[src/rtl/djb2_stream.sv]
// Streaming DJB2 hash: accepts BPB-byte beats, folds one byte lane per cycle,
// and presents the final hash and byte count for one message at a time.
module djb2_stream #(
    parameter int unsigned BPB    = 4,
    parameter int unsigned HASH_W = 32,
    parameter logic [HASH_W-1:0] SEED = HASH_W'(5381),
    parameter int unsigned MODE   = 0
) (
    input  logic                clk,
    input  logic                rst_n,
    input  logic                s_valid,
    output logic                s_ready,
    input  logic [8*BPB-1:0]    s_data,
    input  logic [BPB-1:0]      s_keep,
    input  logic                s_last,
    output logic                m_valid,
    input  logic                m_ready,
    output logic [HASH_W-1:0]   m_hash,
    output logic [31:0]         m_len,
    output logic [1:0]          dbg_state
);

    // Handshakes: a transfer happens on a rising edge where valid && ready are
    // both high; valid is never withdrawn by this block until it is accepted.

    localparam int unsigned IDX_W = (BPB > 1) ? $clog2(BPB) : 1;
    localparam logic [IDX_W-1:0] IDX_LAST = IDX_W'(BPB - 1);

    typedef enum logic [1:0] {
        ACCEPT = 2'd0,
        SHIFT  = 2'd1,
        DONE   = 2'd2
    } state_t;

    state_t               state_q, state_d;
    logic [HASH_W-1:0]    hash_q, hash_d;
    logic [31:0]          len_q, len_d;
    logic [IDX_W-1:0]     idx_q, idx_d;
    logic [8*BPB-1:0]     data_q, data_d;
    logic [BPB-1:0]       keep_q, keep_d;
    logic                 last_q, last_d;

    logic [7:0]           cur_byte;
    logic                 cur_keep;
    logic [HASH_W-1:0]    mul33;
    logic [HASH_W-1:0]    byte_ext;

    always_comb begin
        cur_byte = 8'd0;
        cur_keep = 1'b0;
        for (int i = 0; i < BPB; i++) begin
            if (idx_q == IDX_W'(i)) begin
                cur_byte = data_q[8*i +: 8];
                cur_keep = keep_q[i];
            end
        end
    end

    // Multiply by 33 as shift-and-add; wraps silently at HASH_W bits.
    assign mul33    = (hash_q << 5) + hash_q;
    assign byte_ext = {{(HASH_W-8){1'b0}}, cur_byte};

    always_comb begin
        state_d = state_q;
        hash_d  = hash_q;
        len_d   = len_q;
        idx_d   = idx_q;
        data_d  = data_q;
        keep_d  = keep_q;
        last_d  = last_q;
        s_ready = 1'b0;
        m_valid = 1'b0;
        case (state_q)
            ACCEPT: begin
                s_ready = 1'b1;
                if (s_valid) begin
                    data_d  = s_data;
                    keep_d  = s_keep;
                    last_d  = s_last;
                    idx_d   = '0;
                    state_d = SHIFT;
                end
            end
            SHIFT: begin
                if (cur_keep) begin
                    hash_d = (MODE == 0) ? (mul33 + byte_ext) : (mul33 ^ byte_ext);
                    len_d  = len_q + 32'd1;
                end
                if (idx_q == IDX_LAST) begin
                    idx_d   = '0;
                    state_d = last_q ? DONE : ACCEPT;
                end else begin
                    idx_d = idx_q + IDX_W'(1);
                end
            end
            DONE: begin
                m_valid = 1'b1;
                if (m_ready) begin
                    hash_d  = SEED;
                    len_d   = 32'd0;
                    state_d = ACCEPT;
                end
            end
            default: state_d = ACCEPT;
        endcase
    end

    always_ff @(posedge clk) begin
        if (!rst_n) begin
            state_q <= ACCEPT;
            hash_q  <= SEED;
            len_q   <= 32'd0;
            idx_q   <= '0;
            data_q  <= '0;
            keep_q  <= '0;
            last_q  <= 1'b0;
        end else begin
            state_q <= state_d;
            hash_q  <= hash_d;
            len_q   <= len_d;
            idx_q   <= idx_d;
            data_q  <= data_d;
            keep_q  <= keep_d;
            last_q  <= last_d;
        end
    end

    assign m_hash    = hash_q;
    assign m_len     = len_q;
    assign dbg_state = state_q;

endmodule

[config.mk]
export PLATFORM = sky130hd
export DESIGN_NAME = djb2_stream
export DESIGN_NICKNAME = d
export VERILOG_FILES = /design/src/rtl/djb2_stream.sv
export SDC_FILE = /design/constraint.sdc
export NUM_CORES = 1
export LEC_CHECK = 0
export CELL_PAD_IN_SITES_DETAIL_PLACEMENT = 2
export CELL_PAD_IN_SITES_GLOBAL_PLACEMENT = 2
export CORE_MARGIN = 3
export CORE_UTILIZATION = 25
export CTS_CLUSTER_DIAMETER = 80
export DETAILED_ROUTE_END_ITERATION = 12
export PLACE_DENSITY = 0.7
export SYNTH_ARGS = -nofsm -noshare
export SYNTH_HDL_FRONTEND = slang
export SYNTH_SLANG_ARGS = --single-unit
[constraint.sdc]
create_clock -name clk -period 4 [get_ports clk]
set_clock_uncertainty 0.15 [all_clocks]
set_input_delay 0.8 -clock clk [delete_from_list [all_inputs] [get_ports clk]]
set_output_delay 0.8 -clock clk [all_outputs]
set_load 0.02 [all_outputs]
==> impl_metrics.json, run 1 <==
{
  "die-area_mm2": 0.0268,
  "layout-drive-gt1-share_pct": 10.3,
  "post-route-min-period_ns": 3.81,
  "final-setup-viol-count": 0,
  "clkSinkCount": 105,
  "utilization_pct": 34.4,
  "gp_congestion": 0.854,
  "die_x_um": 164,
  "cts_buffer_depth": 2,
  "synth_fa_ha_area_share_pct": 13.9,
  "grt_max_degree": 40,
  "seq_area_frac_synth_pct": 33.8,
  "syn_inst": 802,
  "met1_usage_pct": 22.0,
  "synth_top_family_by_area": "simple AND/OR/NAND/NOR gates",
  "first_global_vias": 6383,
  "post-route-drc-count": 0,
  "ys_warn_count": 0,
  "finalHoldViolations": 0,
  "fin_area_mm2": 0.00839,
  "yosysUniqueCellTypes": 52,
  "worstMarginPinSlew_ns": 0.839,
  "htreeDepth": 3,
  "ios": 109,
  "port_buffers": 108,
  "ys_seq_elements": 105,
  "cts_made_buffers": 9,
  "finalMaxSlewViolations": 0,
  "netlist_area_mm2": 0.00623,
  "clk-insertion-delay-late_ns": 0.37,
  "overflow": 0,
  "areaGrowthSynthToFinish_pct": 34.8,
  "placed_cell_area_mm2": 0.00788,
  "critical_path.max_fanout": 5,
  "crit_required_ns": 4.07,
  "core_mm2": 0.0244,
  "max-cap-violations": 0,
  "synth_xor_area_share_pct": 6.89,
  "vias_per_cell": 4.85,
  "dp_hpwl_mm": 16.8,
  "async_flop_share_pct": 0,
  "p_leak_nw": 3.34,
  "wl_per_cell_um": 17.3,
  "hold_buffers": 0,
  "drt_iter0_drc": 184,
  "first_pass_iters": 4,
  "cts_tree": "yes",
  "dieHeight_um": 164,
  "pre_cts_slack_ns": -0.0439,
  "path_class": "reg -> reg",
  "yosys.area_share.simple_pct": 21.0,
  "fmax_mhz": 263,
  "synth.area.top_cells": "dfxtp_1 (34%), ha_1 (13%), nand2_1 (9.5%)",
  "endpoint_kind": "register",
  "fin_ws_ns": 0.194,
  "ant_nets": 0,
  "synth_compound_area_share_pct": 20.4,
  "start_util_pct": 25.5,
  "muxShareOfSynthArea_pct": 0.322,
  "antenna_found_initial": 0,
  "powerDensity_mw_per_mm2": 281,
  "track_usage_pct": 16.1,
  "synth_edf_count": 0,
  "post-synth-top-area-fraction_pct": 33.8,
  "synth_ff_type": "dfxtp_1",
  "globalRouteMet2Util_pct": 26.9,
  "rsz0062_at_grt": "yes",
  "status": "complete, no violations",
  "n_antenna_cell": 0,
  "yosysTopAreaCell": "dfxtp_1",
  "final_nets": 1033,
  "arrival_ns": 3.87,
  "core.rowCount": 57,
  "root_buffer": "clkbuf_16",
  "syn-num-nets": 910,
  "path_clk_slew_ns": 0.09,
  "vias": 6081,
  "avgSynthCellArea_um2": 7.76,
  "grt_pass1_wl_mm": 34.3,
  "wirelength_mm": 21.7,
  "hold_path.class": "reg -> reg",
  "peakVddDrop_v": 0.000151,
  "start_kind": "register",
  "fin_crit_sh_pct": 95.1,
  "slew_headroom_pct": 43.9,
  "globalRouteMet3Util_pct": 2.12,
  "busiest_layer": "met2"
}
## cells in the final DEF, fill, tap and decap left out, drive strengths merged, types with 5 or more instances in the layout
master / synthesis / routed
a21o: 12 / 12
a21oi: 103 / 103
a22oi: 6 / 6
a31oi: 6 / 6
and3: 7 / 7
buf: 2 / 42
clkbuf: 36 / 9
clkdlybuf4s50: 0 / 108
dfxtp: 105 / 105
ha: 63 / 63
inv: 22 / 26
nand2: 159 / 159
nand2b: 5 / 5
nand3: 13 / 13
nand4: 9 / 9
nor2: 64 / 64
nor2b: 9 / 9
nor3: 5 / 5
o211ai: 5 / 5
o21ai: 58 / 58
or3: 13 / 13
xnor2: 23 / 23
xor2: 26 / 26
## routing by layer
metal  wire length, um  vias to the layer above
met5                 0                        -
met4               287                        0
met3               531                       15
met2             10200                       82
met1             10600                     2956
li1                  -                     3028
## final cells by class
type                            count  area (um^2)
Fill cell                        2800        16000
Sequential cell                   105         2110
Timing Repair Buffer              150         1400
Tap cell                          324          405
Multi-Input combinational cell    636         4090
Clock inverter                      7         78.8
Inverter                           23         86.3
Clock buffer                        9          225
## stage by stage
stage,setup TNS (ns),hold slack (ns),instances,total power [mW]
floorplan,0,0.286,802,1.28
global placement,0,0.295,1237,1.42
detailed placement,-0.0765,0.305,1237,1.43
CTS,0,0.317,1253,2.38
global route,-0.267,0.339,1254,2.48
finish,0,0.315,1254,2.36
## worst max-delay path, cell delays in order (launching register included)
cell and delay (ns):
dfxtp_2 0.34, inv_2 0.06, ha_4 0.17, buf_4 0.15, nor2_1 0.10, a21oi_1 0.05
nor2_1 0.09, a21oi_1 0.05, nor2_1 0.09, a21oi_1 0.06, fa_1 0.49, inv_1 0.07
ha_4 0.29, and4_4 0.22, o21ai_1 0.07, buf_4 0.15, o31a_1 0.34, o31ai_4 0.32
a31oi_4 0.15, mux2i_1 0.16, o21ai_0 0.09
## cells by family (layout without fill, tap and decap cells)
| group | Yosys count | after routing |
|---|---|---|
| and+or+nand+nor | 298 | 298 |
| AOI/OAI and AO/OA | 220 | 220 |
| DFF | 105 | 105 |
| adders and majority gates | 67 | 67 |
| buffers and inverters | 61 | 189 |
| xor gates and xnor gates | 49 | 49 |
| muxes | 2 | 2 |
## worst paths after layout
kind | start | end | slack (ns) | cells after the start
max | idx_q[1] | m_hash[28] | 0.19 | 20
min reg2reg | data_q[25] | data_q[25] | 0.32 | 2
min | data_q[25] | data_q[25] | 0.32 | 2
max reg2reg | idx_q[1] | m_hash[28] | 0.19 | 20
## what timing repair did
item | CTS | global route
pin swaps | 0 | 11
cloned | 0 | 0
gates resized for setup | 6 | 41
endpoints found under the setup margin | 8 | 20
setup buffers | 0 | 1
## registers in the layout, summed over array words and instances (netlist names)
signal and count:
keep_q 4, idx_q 2, last_q 1, m_len 32, data_q 32, m_hash 32, dbg_state 2
## power breakdown
part / total (mW) / internal [mW] / switching (mW)
Clock: 0.942 / 0.448 / 0.494
Sequential: 1.10 / 1.07 / 0.0238
Combinational: 0.325 / 0.146 / 0.179
Total: 2.36 / 1.67 / 0.697
## cell usage after synthesis (2+ instances only)
cell type and count:
a21bo_2 2, xnor2_1 23, o21ai_0 57, a21boi_0 4
nand4_1 9, nor2b_1 9, and2_1 4, inv_1 22
nor4_1 3, ha_1 63, a31oi_1 6, o21a_1 4
clkbuf_1 36, a41oi_1 2, or3_1 13, xor2_1 26
a211oi_1 4, nand3_1 13, a21o_1 12, nor2_1 63
dfxtp_1 105, mux2i_1 2, o211ai_1 4, and3_1 7
a21oi_1 103, a22oi_1 6, o21bai_1 2, nand2_1 158
nand2b_1 5, and4_1 3, fa_1 4, o31ai_1 2
nor3_1 5, o22ai_1 3
Note: power is estimated with default switching activity, not from simulation.
==> inputs of run 2 (changes only) <==
--- a/config.mk
+++ b/config.mk
@@ -8,10 +8,10 @@
 export CELL_PAD_IN_SITES_DETAIL_PLACEMENT = 2
 export CELL_PAD_IN_SITES_GLOBAL_PLACEMENT = 2
 export CORE_MARGIN = 3
-export CORE_UTILIZATION = 25
-export CTS_CLUSTER_DIAMETER = 80
+export CORE_UTILIZATION = 28
+export CTS_CLUSTER_DIAMETER = 30
 export DETAILED_ROUTE_END_ITERATION = 12
-export PLACE_DENSITY = 0.7
+export PLACE_DENSITY = 0.77
 export SYNTH_ARGS = -nofsm -noshare
 export SYNTH_HDL_FRONTEND = slang
 export SYNTH_SLANG_ARGS = --single-unit
==> run 2 against run 1 <==
First-iteration DRC count rose by 4.9%. Routed wire length up 2.7%. Non-clock buffer count is 3 lower. Sequential power hardly changed. Critical path depth is 1 lower. Utilization increased by 4.2 points. Die area fell by 10%. Setup slack gained 0.023 ns. Combinational power hardly changed. Sequential share of layout area up 0.37 points. Register-to-register slack improved by 0.02 ns. Count of clock-buffer cells in the layout rose by 1.
==> impl_metrics.json, run 2 (synthesized netlist as in run 1, its figures left out) <==
{
  "fmax_mhz": 264,
  "root_buffer": "clkbuf_16",
  "worstReg2RegEnd": "m_hash[25]",
  "critPathTopFamily": "compound AO/OA/AOI/OAI gates",
  "vias_per_cell": 5.14,
  "endpoint_kind": "register",
  "core.rowCount": 53,
  "grt_pass1_wl_mm": 35.9,
  "placed_cells": 1180,
  "vias": 6174,
  "powerDensity_mw_per_mm2": 281,
  "placed_cell_area_mm2": 0.00775,
  "grt_max_degree": 42,
  "final-setup-viol-count": 0,
  "crit_start": "idx_q[1]",
  "r2r_cells": 19,
  "start_kind": "register",
  "critPathMostFrequentCell": "a21oi_2",
  "reg2reg_from": "idx_q[1]",
  "max-cap-violations": 0,
  "drt_iter0_drc": 193,
  "ant_nets": 0,
  "p_leak_nw": 3.31,
  "slowest_stage": "fa_1",
  "status": "complete, no violations",
  "cts_tree": "yes",
  "wl_per_cell_um": 18.5,
  "hold_path.class": "reg -> reg",
  "n_antenna_cell": 0,
  "regToRegSetupSlack_ns": 0.22,
  "tns_ns": 0,
  "areaGrowthSynthToFinish_pct": 32.9,
  "cp_num_buf_inv": 4,
  "core_mm2": 0.0214,
  "finalHoldViolations": 0,
  "cp-endpoint": "m_hash[25]",
  "path_class": "reg -> reg",
  "final_nets": 1030,
  "path_clk_slew_ns": 0.08,
  "die_x_um": 155,
  "cts_made_buffers": 9,
  "clkSinkCount": 105,
  "layout-drive-gt1-share_pct": 9.60,
  "critical_path.max_fanout": 13,
  "max_stage_delay_ns": 0.45,
  "fin_area_mm2": 0.00827,
  "htreeDepth": 3,
  "antenna_found_initial": 0,
  "slew_headroom_pct": 42.4,
  "arrival_ns": 3.85,
  "stdcell_count": 1202,
  "dp_hpwl_mm": 16.6,
  "worstMarginPinSlew_ns": 0.862,
  "cts_buffer_depth": 2,
  "first_global_vias": 6612,
  "overflow": 0,
  "p_total_mw": 2.33,
  "finalMaxSlewViolations": 0,
  "final_common_cell": "nand2_1",
  "die-area_mm2": 0.0241,
  "ios": 109,
  "final_cell_mix": "nand2_1 (158), clkdlybuf4s50_1 (108), dfxtp_1 (103)",
  "peakVddDrop_v": 0.000179,
  "wirelength_mm": 22.3,
  "fin_crit_sh_pct": 94.6,
  "post-route-min-period_ns": 3.78,
  "hold_buffers": 0,
  "clk-insertion-delay-late_ns": 0.37,
  "crit_chain": "inv_2 > ha_4 > buf_4 > a21oi_2 > nor2_1 > a21oi_1 > nor2_1 > a21oi_1 > fa_1 > inv_2 > ha_4 > buf_4 > a211oi_4 > a21oi_2 > o211ai_1 > a21oi_2 > a31oi_1 > xor2_1 > o21ai_0",
  "worst-path-stages": 19,
  "start_util_pct": 29.1,
  "post-route-drc-count": 0,
  "gp_congestion": 0.843,
  "track_usage_pct": 18.6,
  "first_pass_iters": 4,
  "dieHeight_um": 155,
  "port_buffers": 108,
  "crit_required_ns": 4.06
}
run 2: through the flow:
step           setup WS [ns]  hold WS [ns]  util, %
2_1_floorplan         0.0947         0.286        -
3_3_place_gp         -0.0528         0.295     36.2
3_5_place_dp          -0.264         0.306     36.2
4_1_cts              0.00203         0.316     37.9
5_1_grt              -0.0319         0.336     38.6
6_report               0.218         0.315     38.6
run 2: power breakdown:
group          internal, mW  switching (mW)  total [mW]
registers              1.07          0.0257        1.10
logic                 0.144           0.178       0.322
clock network         0.441           0.465       0.907
run 2: layer usage:
metal | GRT usage, % | part of all wire, % | vias up
met5 | 0 | 0 | -
met4 | 4.75 | 1.8 | 0
met3 | 3.12 | 3.9 | 22
met2 | 32.7 | 49 | 108
met1 | 23.8 | 45 | 3028
li1 | - | - | 3016
run 2: worst reg2reg max path, stage by stage, from the launching register on:
cell and delay, ns:
dfxtp_2 0.35, inv_2 0.07, ha_4 0.21, buf_4 0.15
a21oi_2 0.12, nor2_1 0.05, a21oi_1 0.12, nor2_1 0.07
a21oi_1 0.17, fa_1 0.45, inv_2 0.08, ha_4 0.21
buf_4 0.15, a211oi_4 0.26, a21oi_2 0.10, o211ai_1 0.25
a21oi_2 0.14, a31oi_1 0.25, xor2_1 0.20, o21ai_0 0.10
run 2: final cells by class:
type | instances | area, um^2
repair buffers | 147 | 1370
flip-flops and latches | 105 | 2110
multi-input cells | 636 | 4080
well taps | 275 | 344
inverters | 23 | 86.3
clock inverters | 6 | 57.6
clock buffers | 10 | 229
fillers | 2463 | 13100
run 2: what timing repair did:
item,CTS,global route
buffers inserted,2,4
gates cloned,0,0
endpoints found under the setup margin,12,18
resized for setup,11,40
pin swaps,2,11
run 2: worst min path at each step:
stage                          from  cells after the start        end  slack, ns
after floorplan           keep_q[2]                      2  keep_q[2]       0.29
after global placement    keep_q[2]                      2  keep_q[2]       0.29
after CTS                 keep_q[2]                      2  keep_q[2]       0.32
after detailed placement  keep_q[2]                      2  keep_q[2]       0.31
final                     keep_q[2]                      2  keep_q[2]       0.32
after global routing      data_q[3]                      2  data_q[3]       0.34
==> inputs of run 3 (changes only) <==
--- a/config.mk
+++ b/config.mk
@@ -5,10 +5,12 @@
 export SDC_FILE = /design/constraint.sdc
 export NUM_CORES = 1
 export LEC_CHECK = 0
+export ABC_AREA = 1
+export CAP_MARGIN = 25
 export CELL_PAD_IN_SITES_DETAIL_PLACEMENT = 2
 export CELL_PAD_IN_SITES_GLOBAL_PLACEMENT = 2
 export CORE_MARGIN = 3
-export CORE_UTILIZATION = 28
+export CORE_UTILIZATION = 27
 export CTS_CLUSTER_DIAMETER = 30
 export DETAILED_ROUTE_END_ITERATION = 12
 export PLACE_DENSITY = 0.77
==> run 3 against run 2 <==
Sequential cell count is the same. Synthesized area increased by 24%. Combinational power rose by 60%. Sequential power about the same. Clock power rose by 9.0%. Synthesized cell count up 51%. Non-clock buffer count down 30. Critical path type unchanged. Largest cell class unchanged.
==> impl_metrics.json, run 3 <==
{
  "status": "complete, no violations",
  "overflow": 0,
  "endpoint_kind": "register",
  "path_clk_slew_ns": 0.09,
  "layout-drive-gt1-share_pct": 7.80,
  "cts_buffer_depth": 2,
  "seq_area_frac_synth_pct": 27.2,
  "die_x_um": 175,
  "arrival_ns": 3.84,
  "ant_nets": 0,
  "yosysUniqueCellTypes": 47,
  "track_usage_pct": 19.4,
  "multi_input_area_mm2": 0.00485,
  "ys_top_cells_by_count": "nand2_1 (326), nor2_1 (176), inv_1 (145)",
  "powerDensity_mw_per_mm2": 277,
  "hold_buffers": 0,
  "critical_path.max_fanout": 12,
  "core_mm2": 0.0280,
  "post-route-min-period_ns": 3.68,
  "gp_congestion": 0.852,
  "grt_max_degree": 53,
  "antenna_found_initial": 1,
  "ys_seq_elements": 105,
  "dieHeight_um": 175,
  "yosysTopAreaCell": "dfxtp_1",
  "fmax_mhz": 272,
  "cts_tree": "yes",
  "worstMarginPinSlew_ns": 0.680,
  "clkSinkCount": 105,
  "grt_pass1_wl_mm": 47.5,
  "seqCellArea_mm2": 0.00210,
  "synth_ff_type": "dfxtp_1",
  "async_flop_share_pct": 0,
  "vias": 8141,
  "max-cap-violations": 0,
  "die-area_mm2": 0.0307,
  "final_nets": 1411,
  "cts_made_buffers": 9,
  "post-route-drc-count": 0,
  "final_common_cell": "nand2_1",
  "clk-insertion-delay-late_ns": 0.38,
  "post-synth-top-area-fraction_pct": 27.2,
  "slew_headroom_pct": 54.6,
  "finalMaxSlewViolations": 0,
  "core.rowCount": 61,
  "yosysMostFrequentCell": "nand2_1",
  "path_class": "reg -> reg",
  "synth_edf_count": 0,
  "drt_iter0_drc": 362,
  "final-setup-viol-count": 0,
  "wl_per_cell_um": 17.5,
  "first_pass_iters": 4,
  "synth.area.top_cells": "dfxtp_1 (27%), nand2_1 (16%), ha_1 (10%)",
  "p_total_mw": 2.63,
  "dp_hpwl_mm": 23.4,
  "ios": 109,
  "syn_inst": 1210,
  "wirelength_mm": 29.5,
  "utilization_pct": 34.0,
  "finalHoldViolations": 0,
  "hold_path.class": "reg -> reg",
  "tns_ns": 0,
  "areaGrowthSynthToFinish_pct": 22.9,
  "nFillCells": 3455,
  "vias_per_cell": 4.83,
  "root_buffer": "clkbuf_16",
  "avgSynthCellArea_um2": 6.39,
  "start_util_pct": 27.6,
  "fin_crit_sh_pct": 91.9,
  "ys_warn_count": 0,
  "first_global_vias": 8784,
  "htreeDepth": 3,
  "port_buffers": 108,
  "n_antenna_cell": 0,
  "final_cell_mix": "nand2_1 (326), nor2_1 (176), inv_1 (143)",
  "p_leak_nw": 4.29,
  "netlist_area_mm2": 0.00774,
  "syn-num-nets": 1318,
  "start_kind": "register",
  "crit_required_ns": 4.16,
  "peakVddDrop_v": 0.000201
}
run 3: power by group:
part | internal (mW) | switching (mW)
registers | 1.09 | 0.0396
clock network | 0.454 | 0.535
logic | 0.189 | 0.326
run 3: logic make-up (layout without fill, tap and decap cells):
| family | after synthesis | count (layout) | share of synthesized area [%] |
|---|---|---|---|
| and+or+nand+nor | 669 | 669 | 37.0 |
| buffers and inverters | 186 | 284 | 10.2 |
| AOI/OAI and AO/OA | 170 | 170 | 13.0 |
| DFF | 105 | 105 | 27.2 |
| adders and majority gates | 67 | 67 | 11.2 |
| xor gates and xnor gates | 13 | 13 | 1.47 |
run 3: path summary, 6_finish.rpt:
path         startpoint    endpoint  slack (ns)  cells past startpoint
max            idx_q[0]  m_hash[21]        0.32                     18
max reg2reg    idx_q[0]  m_hash[21]        0.32                     18
min          data_q[28]  data_q[28]        0.34                      2
min reg2reg  data_q[28]  data_q[28]        0.34                      2
run 3: per-layer routing:
layer	routed length (um)	GRT usage, %	vias up	part of all wire [%]
met4	250	3.19	2	0.85
met3	683	2.51	17	2.3
met1	13600	24.5	3976	46
li1	-	-	4059	-
met2	14900	35.7	87	51
met5	9	0	-	0.031
run 3: area by class of cell:
cell class	count	area share, %
clock buffer	9	2.37
clock inverter	7	0.987
tap	378	4.97
sequential	105	22.1
inverter	151	6.10
multi-input combinational	919	51.0
timing repair buffer	117	12.4
run 3: repair_timing:
item	CTS	global route
endpoints found under the hold margin	0	0
setup endpoints to repair	0	15
resized for setup	0	6
buffers inserted	0	2
run 3: metrics by stage:
step	worst slack, ns	cell area, um^2	instances	hold slack [ns]
6_report	0.324	9510	1686	0.343
5_1_grt	-0.0247	9510	1686	0.370
4_1_cts	0.141	9460	1683	0.346
3_5_place_dp	0.200	9150	1667	0.323
3_3_place_gp	0.366	9120	1666	0.319
2_1_floorplan	0.770	7740	1210	0.300
run 3: critical path, stage by stage (launching register included):
cell	delay, ns
dfxtp_1	0.36
inv_1	0.13
ha_2	0.26
clkinvlp_4	0.22
o21ai_1	0.26
a21oi_1	0.11
ha_1	0.29
ha_1	0.24
inv_1	0.08
fa_1	0.36
inv_1	0.14
nand3_1	0.09
nand3_1	0.16
nand3_1	0.11
nand3_1	0.20
nand2_1	0.12
nand3b_1	0.11
nand3_1	0.09
a21oi_2	0.14
